<file path="config.mk">
export PLATFORM = sky130hd
export DESIGN_NAME = onehot_scan_decoder_flat
export DESIGN_NICKNAME = d
export VERILOG_FILES = /design/src/rtl/onehot_scan_decoder_if.sv /design/src/rtl/onehot_scan_decoder.sv /design/src/flat_wrapper.sv
export SDC_FILE = /design/constraint.sdc
export NUM_CORES = 1
export LEC_CHECK = 0
export BUFFER_PORTS_ARGS = -buffer_cell sky130_fd_sc_hd__buf_4
export CAP_MARGIN = 40
export CORE_ASPECT_RATIO = 1.1
export CORE_UTILIZATION = 55
export DETAILED_ROUTE_END_ITERATION = 16
export PLACE_DENSITY = 0.76
export SETUP_SLACK_MARGIN = 0.02
export SLEW_MARGIN = 20
export SYNTH_ARGS = -nofsm -noshare
export SYNTH_HDL_FRONTEND = slang
export SYNTH_SLANG_ARGS = --single-unit
</file>
<file path="constraint.sdc">
create_clock -name clk -period 2.8 [get_ports clk]
set_clock_uncertainty 0.15 [all_clocks]
set_input_delay 0.7 -clock clk [delete_from_list [all_inputs] [get_ports clk]]
set_output_delay 0.7 -clock clk [all_outputs]
set_load 0.03 [all_outputs]
</file>
<file path="src/rtl/onehot_scan_decoder_if.sv">
// Bundle of control inputs and strobe outputs for onehot_scan_decoder.
// The master drives select/scan controls; the slave (decoder) returns the strobes.
interface onehot_scan_decoder_if #(
   parameter int SEL_W = 3,
   parameter int DIV_W = 16
);
   localparam int OUT_W = 1 << SEL_W;

   logic             en;
   logic             mode;
   logic [SEL_W-1:0] sel;
   logic             load;
   logic [DIV_W-1:0] div;
   logic [SEL_W-1:0] last;
   logic [OUT_W-1:0] out;
   logic [SEL_W-1:0] idx;
   logic             tick;
   logic             wrap;

   modport master (
      output en, mode, sel, load, div, last,
      input  out, idx, tick, wrap
   );

   modport slave (
      input  en, mode, sel, load, div, last,
      output out, idx, tick, wrap
   );
endinterface

</file>
<file path="src/rtl/onehot_scan_decoder.sv">
// Registered binary-to-one-hot decoder with a DIRECT/SCAN sequencer.
// Define SCAN_BLANK_EN to blank the output for the first cycle of every scan step.
module onehot_scan_decoder #(
   parameter int SEL_W = 3,
   parameter int DIV_W = 16
) (
   input  logic                  clk,
   input  logic                  rst_n,
   onehot_scan_decoder_if.slave  bus
);
   localparam int OUT_W = 1 << SEL_W;

   typedef enum logic {ST_DIRECT = 1'b0, ST_SCAN = 1'b1} state_e;

   state_e           state_q, state_d;
   logic [SEL_W-1:0] idx_q, idx_d;
   logic [DIV_W-1:0] pre_q, pre_d;
   logic [OUT_W-1:0] out_q, out_d;
   logic             tick_q, tick_d;
   logic             wrap_q, wrap_d;
   logic             blank;
   logic [OUT_W-1:0] dec;

   // one comparator per output line, decoding the next index
   for (genvar g = 0; g < OUT_W; g++) begin : g_line
      assign dec[g] = (idx_d == SEL_W'(g));
   end

   always_comb begin
      state_d = state_q;
      idx_d   = idx_q;
      pre_d   = pre_q;
      tick_d  = 1'b0;
      wrap_d  = 1'b0;
      blank   = 1'b0;
      if (bus.en) begin
         if (!bus.mode) begin
            state_d = ST_DIRECT;
            idx_d   = bus.sel;
            pre_d   = '0;
         end else begin
            state_d = ST_SCAN;
            if (state_q == ST_DIRECT) begin
               idx_d = '0;
               pre_d = '0;
            end else if (bus.load) begin
               idx_d = bus.sel;
               pre_d = '0;
            end else if (pre_q >= bus.div) begin
               // >= so that lowering div mid-count steps at once instead of
               // running the prescaler all the way round
               pre_d  = '0;
               tick_d = 1'b1;
               if (idx_q >= bus.last) begin
                  idx_d  = '0;
                  wrap_d = 1'b1;
               end else begin
                  idx_d = idx_q + 1'b1;
               end
            end else begin
               pre_d = pre_q + 1'b1;
            end
`ifdef SCAN_BLANK_EN
            blank = (pre_d == '0) && (bus.div != '0);
`endif
         end
      end
      out_d = (bus.en && !blank) ? dec : '0;
   end

   always_ff @(posedge clk or negedge rst_n) begin
      if (!rst_n) begin
         state_q <= ST_DIRECT;
         idx_q   <= '0;
         pre_q   <= '0;
         out_q   <= '0;
         tick_q  <= 1'b0;
         wrap_q  <= 1'b0;
      end else begin
         state_q <= state_d;
         idx_q   <= idx_d;
         pre_q   <= pre_d;
         out_q   <= out_d;
         tick_q  <= tick_d;
         wrap_q  <= wrap_d;
      end
   end

   assign bus.out  = out_q;
   assign bus.idx  = idx_q;
   assign bus.tick = tick_q;
   assign bus.wrap = wrap_q;
endmodule

</file>
<file path="src/flat_wrapper.sv">
// flat-port wrapper written by rule: the top's interface ports become plain ports
module onehot_scan_decoder_flat 
#(
   parameter int SEL_W = 3,
   parameter int DIV_W = 16
)
  (clk, rst_n, bus_en, bus_mode, bus_sel, bus_load, bus_div, bus_last, bus_out, bus_idx, bus_tick, bus_wrap);
  onehot_scan_decoder_if #(.SEL_W(SEL_W), .DIV_W(DIV_W)) bus_i ();
  input  logic clk;
  input  logic rst_n;
  input wire logic [$bits(bus_i.en)-1:0] bus_en;
  input wire logic [$bits(bus_i.mode)-1:0] bus_mode;
  input wire logic [$bits(bus_i.sel)-1:0] bus_sel;
  input wire logic [$bits(bus_i.load)-1:0] bus_load;
  input wire logic [$bits(bus_i.div)-1:0] bus_div;
  input wire logic [$bits(bus_i.last)-1:0] bus_last;
  output wire logic [$bits(bus_i.out)-1:0] bus_out;
  output wire logic [$bits(bus_i.idx)-1:0] bus_idx;
  output wire logic [$bits(bus_i.tick)-1:0] bus_tick;
  output wire logic [$bits(bus_i.wrap)-1:0] bus_wrap;
  assign bus_i.en = bus_en;
  assign bus_i.mode = bus_mode;
  assign bus_i.sel = bus_sel;
  assign bus_i.load = bus_load;
  assign bus_i.div = bus_div;
  assign bus_i.last = bus_last;
  assign bus_out = bus_i.out;
  assign bus_idx = bus_i.idx;
  assign bus_tick = bus_i.tick;
  assign bus_wrap = bus_i.wrap;
  onehot_scan_decoder #(.SEL_W(SEL_W), .DIV_W(DIV_W)) u_core (.clk(clk), .rst_n(rst_n), .bus(bus_i));
endmodule
</file>
==> impl_metrics.yaml, run 1 <==
run_status:
  status: "finished clean"
detailed_routing:
  wire_per_inst_um: 14.43
  dr.pass1.iters: 4
  final_antenna_net_count: 0
  drt-total-wl_um: 4315
  drt_iter0_drc: 75
  routed_via_density: 5.686
  num_vias: 1700
  post-route-drc-count: 0
global_route:
  antenna_found_initial: 0
  gr-total-overflow: 0
  grt_pass1_vias: 1686
  grt_first_pass_wirelength_um: 7376
  grt_usage: 0.2542
  grt_max_degree: 31
logic_synthesis:
  ys_top_cells_by_count: "30 x dfrtp_1, 21 x ha_1, 20 x inv_1"
  syn_nets: 252
  ys_warn_count: 0
  synth_edf_count: 0
  ys.flop_type: "dfrtp_1"
  syn_inst: 204
  synth.avg_cell_area_um2: 9.881
  synth_top_area_share: 0.3724
  synth_cell_types: 49
  syn_area_um2: 2016
  ys_async_sr_fraction: 1.000
  ys_seq_elements: 30
  synth-seq-area-share: 0.3724
  yosys.area.top_type: "dfrtp_1"
  synth.most_common_cell: "dfrtp_1"
  synth_area_leaders: "dfrtp_1 37%, ha_1 13%, inv_1 3.7%"
critical_path:
  crit_path_max_incr_delay_ns: 0.42
  cp-start-kind: "primary input"
  end_kind: "flip-flop"
  crit_fanout: 4
  worstReg2RegStart: "u_core.pre_q[6]"
  cp_slowest_cell: "mux2i_1"
  critPathLaunch: "bus_div[6]"
  arrival_ns: 2.72
  cp_data_required_time_ns: 2.85
  critPathTopFamily: "compound AO/OA/AOI/OAI gates"
  critPathKind: "in2reg"
  cp.buffers_inverters: 2
  worstPathCellList: "buf_4, inv_1, ha_1, and3_1, a221oi_1, nand2b_1, o211a_1, mux2i_1, nor3_1"
cts:
  cts.repair.resized: 0
  post_cts_buffers: 0
  cts.reportedPaths.clkPinSlew_ns: 0.10
  cts_buffers: 5
  clock-root-buffer: "clkbuf_4"
  cts_hold_buffers: 0
  cts_tree: "built"
  cts_num_sinks: 30
  cts_max_level: 2
  clock_path_buffers: 2
  clock_latency_ns: 0.33
timing:
  setup_viol: 0
  max_freq_mhz: 374.6
  min_period_over_period: 0.9535
  holdWs_ns: 0.1264
  max_slew.worst_pin.slew_ns: 0.4046
  rsz0062_at_grt: "false"
  hold_violations: 0
  finalMaxSlewViolations: 0
  fin_crit_ns: 2.670
  fin_setup_tns_ns: 0
  slew_headroom: 0.7226
final_layout:
  nNetsFinal: 298
  drive_gt1_frac: 0.2629
  area_growth_pct: 21.54
  fillCellCount: 282
  fin_cells: 299
  final_area_um2: 2450
  antenna_cells: 0
  multiInputGateArea_um2: 1159
  regArea_um2: 750.7
die:
  start_util: 0.5905
  io_pins: 40
  die_area_um2: 3911
  num_rows: 22
  fp.dieH_um: 65.49
  core_um2: 3413
  die_x_um: 59.72
worst_hold_path:
  min_path_type: "in2async"
placed_design:
  io_buffer_count: 39
  post_dp_cell_area_um2: 2371
  dp_cells: 291
  post-dp-hpwl_um: 3320
  gp_congestion: 0.7881
pwr:
  powerDensity_nw_per_um2: 394.1
  p_leak_nw: 1.284
  finalPower_mw: 0.9655
  vdd_drop_max_uv: 274.3
run:
  cap_violations: 0
-- registers in the layout (all words and copies together) (netlist names) --
name             flops
u_core.pre_q        16
u_core.bus.out       8
u_core.bus.wrap      1
u_core.bus.idx       3
u_core.state_q       1
u_core.bus.tick      1
-- routing by layer --
layer / track usage / wire, um / vias up
met5: 0 / 0 / -
met4: 0.1076 / 82 / 0
met3: 0.05118 / 220 / 11
met2: 0.4111 / 2127 / 54
met1: 0.3261 / 1885 / 794
li1: - / - / 841
-- final timing paths --
kind | to | cells after the start | slack (ns)
min in group clk | u_core.state_q | 1 | 0.40
worst max-delay path | u_core.bus.out[5] | 9 | 0.13
worst max register to register | u_core.bus.out[5] | 7 | 0.16
worst min-delay path | u_core.bus.idx[1] | 1 | 0.13
worst min register to register | u_core.state_q | 1 | 0.40
max in group asynchronous | u_core.pre_q[8] | 1 | 2.09
-- where the power goes --
part	total (mW)	switching, mW	internal, mW
Combinational	0.188	0.104	0.0841
Clock	0.320	0.149	0.171
Sequential	0.457	0.0111	0.446
-- cells by family (layout without fill, tap and decap cells) --
kind of cell             after synthesis  count (layout)  share of synthesized area
XOR/XNOR                               4               4                    0.01738
AO/OA/AOI/OAI                         51              51                     0.2073
AND/OR/NAND/NOR                       63              63                     0.1620
adder cells (fa/ha/maj)               21              21                     0.1304
multiplexers                          10              10                    0.05773
buffers and inverters                 25              72                    0.05276
flip-flops                            30              30                     0.3724
-- layout by cell type (no fill, tap or decap), types with 3 or more instances in the layout --
cell and count:
inv_1 20, o211a_1 3, ha_1 21, and3_1 7
nor3_1 11, nand2_1 15, a31oi_1 10, nand2b_1 7
a21oi_1 11, nand3_1 5, a22o_1 4, dfrtp_1 30
mux2i_1 5, clkbuf_4 5, a21o_1 3, nor2_1 8
buf_4 43, clkbuf_8 3
-- metrics by stage --
stage,utilization,setup WS (ns)
3_3_place_gp,0.6946,-0.06996
5_1_grt,0.7177,0.04207
4_1_cts,0.7177,0.1531
3_5_place_dp,0.6946,-0.1670
6_report,0.7177,0.1301
2_1_floorplan,-,0.1898
-- worst register-to-register path: stages (launching register included) --
cell      delay (ns)
dfrtp_1         0.44
ha_1            0.31
and3_1          0.22
a221oi_1        0.33
nand2b_1        0.28
o211a_1         0.28
mux2i_1         0.42
nor3_1          0.09
-- cell type report --
type                       count  share of cell area
clock buffer                   8             0.03218
inverter                      21             0.03218
multi-input combinational    149              0.4729
sequential                    30              0.3064
tap                           48             0.02451
timing repair buffer          43              0.1318
No activity file was read; power rests on OpenSTA's default activity.
==> run 2: changes to the inputs <==
- ABC_AREA: not set -> 1
==> run 2 against run 1 <==
Sequential share of layout area is 0.36 points lower; sequential power is essentially flat; area after synthesis is 0.25% lower; cell count increased by 20%; first-iteration DRC count is 44% higher; critical path depth increased by 4; fmax grew 8.3%; setup slack improved by 0.21 ns; largest cell class unchanged.
==> impl_metrics.yaml, run 2 <==
run_status:
  status: "finished clean"
die:
  fp.dieH_um: 65.42
  die_x_um: 59.65
  io_pins: 40
  die_area_um2: 3902
  num_rows: 22
  core_um2: 3413
  start_util: 0.5891
logic_synthesis:
  ys_async_sr_fraction: 1.000
  synth_cell_types: 30
  yosys.area_share.simple: 0.2638
  syn_nets: 311
  syn_area_um2: 2011
  synth_top_area_share: 0.3734
  muxShareOfSynthArea: 0.004978
  yosys.area.top_type: "dfrtp_1"
  synth.most_common_cell: "nand2_1"
  ys_warn_count: 0
  syn_inst: 263
  ys_seq_elements: 30
  synth_edf_count: 0
  synth_fa_ha_area_frac: 0.1307
  synth.avg_cell_area_um2: 7.645
  synth-seq-area-share: 0.3734
  synth_top_family_by_area: "simple AND/OR/NAND/NOR gates"
  ys.flop_type: "dfrtp_1"
  ys_top_cells_by_count: "54 x nand2_1, 47 x inv_1, 30 x dfrtp_1"
  synth_compound_area_frac: 0.1021
  synth_xor_area_frac: 0.02614
  synth_area_leaders: "dfrtp_1 37%, ha_1 13%, nand2_1 10%"
critical_path:
  worstPathCellList: "buf_4, inv_1, ha_1, a21oi_1, o21ai_0, a21oi_1, nand2_2, inv_1, nand2_1, nand4_1, nand2_1, nand2_1, o21ai_0"
  critPathTopFamily: "compound AO/OA/AOI/OAI gates"
  crit_fanout: 5
  cp_slowest_cell: "ha_1"
  cp_data_required_time_ns: 2.85
  cp.buffers_inverters: 3
  crit_path_max_incr_delay_ns: 0.32
  critPathKind: "in2reg"
  cp_common_cell: "nand2_1"
  arrival_ns: 2.52
  end_kind: "flip-flop"
  cp-start-kind: "primary input"
cts:
  cts.repair.resized: 0
  clock_latency_ns: 0.33
  cts.reportedPaths.clkPinSlew_ns: 0.11
  clock_path_buffers: 2
  cts_num_sinks: 30
  clock-root-buffer: "clkbuf_4"
  cts_max_level: 2
  post_cts_buffers: 0
  cts_hold_buffers: 0
  cts_tree: "built"
  cts_buffers: 5
timing:
  hold_violations: 0
  slew_headroom: 0.7390
  fin_setup_tns_ns: 0
  rsz0062_at_grt: "false"
  min_period_over_period: 0.8802
  max_freq_mhz: 405.8
  max_slew.worst_pin.slew_ns: 0.3879
  finalMaxSlewViolations: 0
  setup_viol: 0
  fin_crit_ns: 2.464
final_layout:
  antenna_cells: 0
  drive_gt1_frac: 0.2032
  top_register: "u_core.pre_q"
  area_growth_pct: 23.27
  final_common_cell: "nand2_1"
  largest_reg_flops: 16
  nNetsFinal: 357
  final_cell_mix: "54 x nand2_1, 47 x inv_1, 41 x buf_4"
pwr:
  vdd_drop_max_uv: 316.8
  p_leak_nw: 1.315
  finalPower_mw: 1.089
  powerDensity_nw_per_um2: 439.5
placed_design:
  io_buffer_count: 39
  gp_congestion: 0.9489
  post-dp-hpwl_um: 3331
global_route:
  grt_first_pass_wirelength_um: 7438
  antenna_found_initial: 0
  grt_usage: 0.2558
  grt_max_degree: 31
  grt_pass1_vias: 1736
  gr-total-overflow: 0
run:
  cap_violations: 0
detailed_routing:
  post-route-drc-count: 0
  dr.pass1.iters: 4
  final_antenna_net_count: 0
  wire_per_inst_um: 11.99
  drt-total-wl_um: 4292
  num_vias: 1820
  routed_via_density: 5.084
  drt_iter0_drc: 108
worst_hold_path:
  min_path_type: "in2async"
run 2: cell types whose count changed after synthesis, sizes merged, moves of 4 or more:
cell / change
a31oi: -9
nor3: -7
and3: -7
o21ai: +11
inv: +29
mux2i: -5
nand2b: -7
a22o: -4
nand3: +11
nand2: +43
o22ai: +8
mux2: -4
nor2: +23
run 2: power breakdown:
part | leakage [nW] | total (mW) | switching, mW | internal (mW)
Sequential | 0.409 | 0.455 | 0.0101 | 0.445
Clock | 0.0585 | 0.458 | 0.156 | 0.302
Combinational | 0.847 | 0.176 | 0.104 | 0.0722
Total | 1.31 | 1.09 | 0.270 | 0.820
run 2: cells by family after synthesis:
kind of cell / Yosys count
buf+inv: 52
flops: 30
simple gates: 116
mux: 1
fa+ha+maj: 21
compound gates: 37
xor+xnor: 6
run 2: layer usage:
layer,GRT usage,share of wire
met1,0.3083,0.44
met2,0.4361,0.50
met3,0.06496,0.054
met4,0.08721,0.0084
met5,0,0
run 2: layout make-up:
type,count,area [um^2]
Clock buffer,6,51.30
Clock inverter,2,60.06
Fill cell,297,934.6
Inverter,50,187.7
Multi-Input combinational cell,181,1061
Sequential cell,30,750.7
Tap cell,48,60.06
Timing Repair Buffer,41,307.8
run 2: worst paths after layout:
kind	start	to	slack [ns]	cells after the start
min in group clk	u_core.state_q	u_core.state_q	0.36	2
worst max register to register	u_core.pre_q[11]	u_core.bus.idx[2]	0.35	11
worst min register to register	u_core.state_q	u_core.state_q	0.36	2
worst max-delay path	bus_div[11]	u_core.bus.idx[2]	0.34	13
worst min-delay path	rst_n	u_core.pre_q[8]	0.13	1
max in group asynchronous	rst_n	u_core.bus.idx[0]	2.08	1
run 2: worst register-to-register path: stages, from the launching register on:
cell     delay (ns)
dfrtp_1        0.44
ha_1           0.33
a21oi_1        0.15
o21ai_0        0.13
a21oi_1        0.31
nand2_2        0.16
inv_1          0.12
nand2_1        0.06
nand4_1        0.12
nand2_1        0.07
nand2_1        0.15
o21ai_0        0.13
run 2: stage by stage:
step	setup slack (ns)	hold slack (ns)	util	cell area, um^2	cells
2_1_floorplan	0.4732	0.2544	-	2011	263
3_3_place_gp	0.09756	0.3232	0.6935	2367	350
3_5_place_dp	0.03519	0.3339	0.6935	2367	350
4_1_cts	0.3867	0.1296	0.7262	2479	358
5_1_grt	0.1506	0.1426	0.7262	2479	358
6_report	0.3355	0.1289	0.7262	2479	358
==> run 3: changes to the inputs <==
- RECOVER_POWER: not set -> 25
==> run 3 against run 2 <==
The flow now finishes with violations (capacitance limit, slew limit); sequential power about the same; flip-flop and latch count is the same; setup slack improved by 0.0040 ns.
==> impl_metrics.yaml, run 3 (synthesis gave the netlist of run 2 again) <==
pwr:
  comb_power_share: 0.161
  vdd_drop_max_uv: 316.8
  p_int_mw: 0.8190
  switching_share: 0.2475
  seqPwrFrac: 0.418
  p_switching_mw: 0.2693
  powerDensity_nw_per_um2: 439.8
  p_leak_nw: 1.311
  clockPowerShare: 0.421
critical_path:
  worstReg2RegStart: "u_core.pre_q[11]"
  cp_data_required_time_ns: 2.85
  crit_fanout: 5
  critPathKind: "in2reg"
  r2r-end: "u_core.bus.idx[2]"
  r2r_slack_ns: 0.36
  cp-start-kind: "primary input"
  arrival_ns: 2.51
  end_kind: "flip-flop"
  reg2reg_depth: 11
placed_design:
  gp_congestion: 0.9489
  post_dp_cell_area_um2: 2367
  post-dp-hpwl_um: 3331
  io_buffer_count: 39
final_layout:
  regArea_um2: 750.7
  area_growth_pct: 23.09
  post-route-util: 0.7251
  final_cell_mix: "54 x nand2_1, 47 x inv_1, 40 x buf_4"
  nNetsFinal: 357
  multiInputGateArea_um2: 1061
  top_register: "u_core.pre_q"
  final_common_cell: "nand2_1"
  antenna_cells: 0
  fillCellCount: 297
  final_area_um2: 2475
  largest_reg_flops: 16
  drive_gt1_frac: 0.2000
cts:
  clock_latency_ns: 0.33
  clock-root-buffer: "clkbuf_4"
  cts_max_level: 2
  cts_buffers: 5
  cts.repair.resized: 0
  cts_tree: "built"
  cts_hold_buffers: 0
  clock_path_buffers: 2
  cts_num_sinks: 30
  post_cts_buffers: 0
  cts.reportedPaths.clkPinSlew_ns: 0.10
timing:
  rsz0062_at_grt: "false"
  max_freq_mhz: 406.4
  fin_setup_tns_ns: 0
  holdWs_ns: 0.3594
  min_period_over_period: 0.8788
  max_slew.worst_pin.slew_ns: 1.594
  finalMaxSlewViolations: 31
  slew_headroom: -0.06277
  setup_viol: 0
  hold_violations: 0
  fin_crit_ns: 2.461
die:
  fp.dieH_um: 65.42
  start_util: 0.5891
  core_um2: 3413
  die_x_um: 59.65
  die_area_um2: 3902
  num_rows: 22
  io_pins: 40
detailed_routing:
  num_vias: 1813
  final_antenna_net_count: 0
  drt_iter0_drc: 109
  wire_per_inst_um: 11.95
  drt-total-wl_um: 4279
  dr.pass1.iters: 4
  routed_via_density: 5.064
  post-route-drc-count: 0
worst_hold_path:
  min_path_type: "reg2reg"
  whs_path_depth: 2
  min_to: "u_core.state_q"
  min_from: "u_core.state_q"
global_route:
  grt_usage: 0.2558
  antenna_found_initial: 0
  grt_max_degree: 31
  grt_first_pass_wirelength_um: 7438
  grt_pass1_vias: 1736
  gr-total-overflow: 0
run:
  cap_violations: 1
run_status:
  violations: "capacitance limit, slew limit"
  status: "finished, violations left"
run 3: cell type report:
cell class | instances | share of cell area
clock inverter | 2 | 0.02427
clock buffer | 6 | 0.02073
timing repair buffer | 41 | 0.1229
tap | 48 | 0.02427
multi-input combinational | 181 | 0.4287
inverter | 50 | 0.07583
sequential | 30 | 0.3033
run 3: worst max-delay path, stage by stage:
cell and delay, ns:
buf_4 0.08, inv_1 0.03, ha_1 0.32, a21oi_1 0.15, o21ai_0 0.13, a21oi_1 0.31, nand2_2 0.16, inv_1 0.12
nand2_1 0.06, nand4_1 0.12, nand2_1 0.07, nand2_1 0.15, o21ai_0 0.13
run 3: per-layer routing:
layer  share of wire  wire length, um  vias to the layer above  global-route usage
met5               0                0                        -                   0
met4          0.0084               36                        0             0.08721
met3           0.059              253                        4             0.06496
met2            0.50             2129                       54              0.4361
met1            0.43             1858                      816              0.3083
li1                -                -                      939                   -
run 3: worst max-delay path by stage:
stage / start / end / slack (ns) / cells past startpoint
floorplan: bus_div[11] / u_core.bus.out[2] / 0.47 / 14
CTS: u_core.pre_q[11] / u_core.bus.idx[2] / 0.39 / 11
finish: bus_div[11] / u_core.bus.idx[2] / 0.34 / 13
global route: u_core.pre_q[13] / u_core.bus.idx[2] / 0.15 / 11
detailed placement: bus_div[11] / u_core.bus.idx[2] / 0.04 / 13
global placement: bus_div[11] / u_core.bus.out[4] / 0.1 / 15
run 3: power groups by stage:
| stage | clock (mW) | combinational [mW] | sequential [mW] |
|---|---|---|---|
| 2_1_floorplan | 0 | 0.0827 | 0.482 |
| 3_5_place_dp | 0 | 0.178 | 0.463 |
| 3_3_place_gp | 0 | 0.174 | 0.463 |
| 6_report | 0.458 | 0.175 | 0.455 |
| 4_1_cts | 0.468 | 0.178 | 0.455 |
| 5_1_grt | 0.482 | 0.199 | 0.457 |
run 3: metrics by stage:
step / setup slack (ns) / cells / total power [mW]
after global placement: 0.09756 / 350 / 0.6378
after CTS: 0.3867 / 358 / 1.101
after detailed placement: 0.03519 / 350 / 0.6404
after global routing: 0.1506 / 358 / 1.138
final: 0.3395 / 358 / 1.088
after floorplan: 0.4732 / 263 / 0.5642
